**config.mk**
```make
export PLATFORM = sky130hd
export DESIGN_NAME = fsm_mealy_seqdet
export DESIGN_NICKNAME = d
export VERILOG_FILES = /design/src/rtl/fsm_mealy_seqdet.sv
export SDC_FILE = /design/constraint.sdc
export NUM_CORES = 1
export LEC_CHECK = 0
export ABC_AREA = 0
export CAP_MARGIN = 20
export CORE_AREA = 5 5 42 44
export DETAILED_ROUTE_END_ITERATION = 10
export DIE_AREA = 0 0 47 49
export PLACE_DENSITY = 0.76
export SETUP_SLACK_MARGIN = 0.3
export SLEW_MARGIN = 20
export SYNTH_ARGS = -nofsm -noshare
export SYNTH_HDL_FRONTEND = slang
export SYNTH_SLANG_ARGS = --single-unit
export TNS_END_PERCENT = 100
```
**constraint.sdc**
```tcl
create_clock -name clk -period 4.6 [get_ports clk]
set_input_delay 0.69 -clock clk [delete_from_list [all_inputs] [get_ports clk]]
set_output_delay 0.69 -clock clk [all_outputs]
set_load 0.05 [all_outputs]
```
**src/rtl/fsm_mealy_seqdet.sv**
```systemverilog
// Mealy serial-pattern detector with a saturating match counter.
// History shift register plus fill counter; optional overlap and registered bo.
module fsm_mealy_seqdet #(
  parameter int unsigned    N       = 4,
  parameter logic [N-1:0]   PATTERN = 4'b1011,
  parameter int unsigned    OVERLAP = 1,
  parameter int unsigned    REG_OUT = 0,
  parameter int unsigned    CNT_W   = 8
) (
  input  logic             clk,
  input  logic             reset,
  input  logic             en,
  input  logic             bi,
  input  logic             clr_cnt,
  output logic             bo,
  output logic [CNT_W-1:0] match_cnt,
  output logic             armed
);

  localparam int unsigned        FILL_W   = $clog2(N);
  localparam logic [FILL_W-1:0]  FILL_MAX = FILL_W'(N - 1);

  logic [N-2:0]     hist_q, hist_d;
  logic [FILL_W-1:0] fill_q, fill_d;
  logic [CNT_W-1:0] cnt_q, cnt_d;
  logic [N-1:0]     win;
  logic             hit_c;

  // Match detection and next-state for history, fill and counter
  always_comb begin
    win    = {hist_q, bi};
    hit_c  = en && (fill_q == FILL_MAX) && (win == PATTERN);
    hist_d = hist_q;
    fill_d = fill_q;
    cnt_d  = cnt_q;

    if (en) begin
      if (hit_c && (OVERLAP == 0)) begin
        // Non-overlap: the matching bits are consumed, search restarts clean
        hist_d = '0;
        fill_d = '0;
      end else begin
        hist_d = win[N-2:0];
        if (fill_q != FILL_MAX) begin
          fill_d = fill_q + FILL_W'(1);
        end
      end
    end

    // Clear wins over a simultaneous hit; counter saturates at all ones
    if (clr_cnt) begin
      cnt_d = '0;
    end else if (hit_c && (cnt_q != {CNT_W{1'b1}})) begin
      cnt_d = cnt_q + CNT_W'(1);
    end
  end

  // State registers with synchronous reset
  always_ff @(posedge clk) begin
    if (reset) begin
      hist_q <= '0;
      fill_q <= '0;
      cnt_q  <= '0;
    end else begin
      hist_q <= hist_d;
      fill_q <= fill_d;
      cnt_q  <= cnt_d;
    end
  end

  generate
    if (REG_OUT != 0) begin : g_reg_bo
      logic bo_q, bo_d;

      // Registered match flag, one cycle after the completing bit
      always_comb begin
        bo_d = hit_c;
      end

      // Match flag register
      always_ff @(posedge clk) begin
        if (reset) begin
          bo_q <= 1'b0;
        end else begin
          bo_q <= bo_d;
        end
      end

      assign bo = bo_q;
    end else begin : g_comb_bo
      // Zero-latency Mealy flag, held low during reset
      assign bo = hit_c & ~reset;
    end
  endgenerate

  assign match_cnt = cnt_q;
  assign armed     = (fill_q == FILL_MAX);

endmodule
```
# --- Yosys cells after proc, flatten, opt, wreduce, memory -nomap -nowiden ---
# Index checks and enable logic that the tools add are counted.
classes:
  n_addsub: 2
  n_eq_ne: 4
  n_bitwise: 2
  reduce_logical: 5
ops:
  columns: ["op", "count"]
  rows:
  - ["adder 8 x 1 -> 8 bit (second input constant)", 1]
  - ["!= test 8 bit (second input constant)", 1]
  - ["== test 4 bit (second input constant)", 1]
  - ["logical AND 1 bit", 3]
  - ["adder 2 x 1 -> 2 bit (second input constant)", 1]
  - ["== test 2 bit (second input constant)", 1]
  - ["!= test 2 bit (second input constant)", 1]
  - ["AND reduction 2 bit", 1]
  - ["OR reduction 2 bit", 1]
  - ["bitwise AND 1 bit", 1]
  - ["NOT 1 bit", 1]
totals:
  register_bits: 13
  input_bits: 5
  out_inout_bits: 10
  wordCells: 16

# --- Longest topological paths before layout ---
logic_depth:
  ltp_word: 4
  mapped_depth: 6

# --- Worst setup path before layout ---
# No wires, ideal clock.
synth_timing:
  path_type: "flip-flop to output port"
  start: "register fill_q[0]"
  end: "output port bo"
  arrival_ns: 2.083
  required_ns: 3.910
  slack_ns: 1.827
  stages_incl_launch_ff: 6
  path_buffers: 1
  cell_sequence: "dfxtp_1 ha_1 nand4b_1 or2_0 buf_6 nor2_1"
synth_between:
  elab_chain_len: 4
synth_rtl:
  columns: ["item", "line", "text"]
  rows:
  - ["start: declaration", "24", "logic [FILL_W-1:0] fill_q, fill_d;"]
  - ["start signal: assignment", "66", "fill_q <= fill_d;"]
  - ["== test 2 bit", null, null]
  - ["named net armed", "17", "output logic armed"]
  - ["logical AND 1 bit (2 in a row)", "32", "hit_c = en && (fill_q == FILL_MAX) && (win == PATTERN);"]
  - ["bitwise AND 1 bit", "92", "assign bo = hit_c & ~reset;"]
  - ["end: declaration", "15", "output logic bo,"]
# The timed path passes the listed nets, and every way through them passes these cells.

# --- Worst setup path after layout ---
layout_timing:
  start: "input port en"
  end: "output port bo"
layout_between:
  elab_chain_len: 3
layout_rtl:
  columns: ["item", "line", "text"]
  rows:
  - ["start: declaration", "12", "input logic en,"]
  - ["logical AND 1 bit (2 in a row)", "32", null]
  - ["bitwise AND 1 bit", "92", null]
# Every way passes these cells.

==> run metrics <==
skew final=0.895 ps; Hold Fails Final Rpt=0; number of hold buffers added after cts=0; power per cell area=256 mW/mm^2; sequential element share of the synthesized area=0.420; Worst-Skew Late Latency=280 ps; number of CTS-inserted buffers=3; vias in the first global route=591; largest net degree at the start of global routing=10; worst slew margin relative to its limit=0.665; FF-to-FF End=match_cnt[0]; register-to-register setup slack=2870 ps; area delta synth->final=27.9%; total overflow reported by the global router=0; DRC violation total after the first TritonRoute iteration=11; Post-Syn Instances=70; max-slew violations=0; Rows=14; startpoint of the worst register-to-register path=fill_q[0]; signal arrival time at the worst endpoint=2710 ps; post-CTS setup buffers=0; required time at the endpoint of the critical path=3910 ps; drt via density=5.54; Final Net Count=94; initial antenna violation count=0; die boundary width=47 um; final critical-path share of the clock period=0.738; final setup violating endpoints=0; DRC errors left=0; overall die height=49 um; area of the core=0.00140 mm^2; fraction of layout instances using a drive strength above 1=0.0698; Antenna Nets Post-Route=0; starting density of the core=0.442; top cell type's share of synthesized area=0.420; register bit total from synthesis=13; worst setup path startpoint=en; port bufs=14; wire per inst=12.5 um; final total negative setup slack=0 ps; setup repair after global routing missed its margin=no; post-synth design cell area=619 um^2; placer congestion estimate=0.747; Synth Area per Inst=8.85 um^2; ports placed on the boundary=15; Synthesis Warnings=0; count of cell types in the netlist=30; slew of the pin with the lowest slew margin=501 ps; Detailed Routing Iterations Pass 1=5; minimum period implied by the final worst setup slack=3400 ps; commonest register cell after synthesis=dfxtp_1; number of gates given a new drive strength after cts=0; Num Clock Sinks=13; maximum net fanout on the critical path=9; worst-case clock buffer depth=2; share of flip-flops with an asynchronous set or reset=0; via total after detailed routing=565; biggest area contributors in the synthesized netlist=dfxtp_1 (42%), nor3_1 (5.7%), mux2i_1 (4.8%); class of the tightest hold or removal check=register to register; TritonCTS clock tree=yes; worst r2r path cells=5; result of the run=finished, final reports clean; Post-synth EDFFs=0; top-count cell post-synth=dfxtp_1; worst-case vdd ir drop=0.000193 V; start point of the worst min-delay path=hist_q[2]; routed wire length=1280 um; PnR Total Power=203 uW; endpoint type of the worst setup path=output port; number of nets produced by synthesis=77; type of origin of the critical path=input port; wire length of the first global-routing pass=2440 um; area of the die=0.00230 mm^2; P_leak=0.000289 uW; maximum clock frequency=294 MHz; all-layer global routing usage=0.145; diodes inserted=0; max-capacitance violation count=0; clock-pin slew reported for the worst setup and hold paths after clock tree synthesis=70 ps; Min-Delay Endpoint=hist_q[2]; half-perimeter wire length after placement=959 um; critical path type=input port to output port; top cell types by occurrence after synthesis=dfxtp_1 (13), nor2_1 (7), nor3_1 (7), nand3_1 (4); H-Tree Depth=1; cell count of the worst hold path=2; Root Buffer=clkbuf_4; cell type contributing the most total cell area after synthesis=dfxtp_1
cells in the final DEF (no fill, tap or decap), drive strengths merged, types with 2 or more instances in the layout:
| cell type | netlist | final |
|---|---|---|
| a211oi | 2 | 2 |
| a21oi | 3 | 3 |
| clkbuf | 1 | 3 |
| clkdlybuf4s50 | 0 | 14 |
| dfxtp | 13 | 13 |
| ha | 2 | 2 |
| inv | 2 | 2 |
| mux2i | 3 | 3 |
| nand2 | 4 | 4 |
| nand3 | 4 | 4 |
| nor2 | 7 | 7 |
| nor3 | 7 | 7 |
| o211a | 2 | 2 |
| o211ai | 2 | 2 |
| o21ai | 3 | 3 |
| or2 | 2 | 2 |
report_power, final:
part | switching (uW) | internal (uW) | total (uW)
logic | 7.88 | 8.49 | 16.4
registers | 1.94 | 115 | 117
clock network | 37.1 | 32.3 | 69.4
area by class of cell:
type | instances | area [um^2]
well taps | 16 | 20.0
repair buffers | 14 | 140
clock buffers | 3 | 22.5
multi-input cells | 53 | 337
inverters | 2 | 7.51
clock inverters | 1 | 5.00
fillers | 140 | 609
flip-flops and latches | 13 | 260
per-layer routing:
| layer | GRT usage | vias to the layer above | wire (um) |
|---|---|---|---|
| met2 | 0.206 | 11 | 581 |
| li1 | - | 290 | - |
| met5 | 0 | - | 0 |
| met1 | 0.184 | 259 | 591 |
| met4 | 0.0599 | 0 | 22 |
| met3 | 0.0664 | 5 | 79 |
how the worst max path moves through the flow:
stage	endpoint	slack, ps	cells past startpoint
floorplan	bo	1830	5
global placement	bo	1240	5
detailed placement	bo	1200	5
CTS	bo	1200	5
global route	bo	1070	5
finish	bo	1200	5
through the flow:
stage / utilization / setup WS [ps] / area [um^2] / hold slack [ps] / std cells
2_1_floorplan: - / 1830 / 619 / 461 / 70
3_3_place_gp: 0.546 / 1240 / 764 / 473 / 98
3_5_place_dp: 0.546 / 1200 / 764 / 488 / 98
4_1_cts: 0.565 / 1200 / 792 / 508 / 102
5_1_grt: 0.565 / 1070 / 792 / 559 / 102
6_report: 0.565 / 1200 / 792 / 498 / 102
state kept, by name (all words and copies together) (netlist names):
register and flops:
fill_q 2, hist_q 3, match_cnt 8
critical path: stages:
cell	delay [ps]
clkdlybuf4s50_1	600
nand2_2	90
or2_0	370
nor2_1	150
clkdlybuf4s50_1	810
cells by family (layout without fill, tap and decap cells):
| family | count (synthesis) | count (layout) | synth area share |
|---|---|---|---|
| mux | 3 | 3 | 0.0485 |
| buf+inv | 4 | 20 | 0.0364 |
| flops | 13 | 13 | 0.420 |
| simple gates | 31 | 31 | 0.257 |
| compound gates | 16 | 16 | 0.184 |
| xor+xnor | 1 | 1 | 0.0141 |
| fa+ha+maj | 2 | 2 | 0.0404 |
No activity file was read; power rests on OpenSTA's default activity.
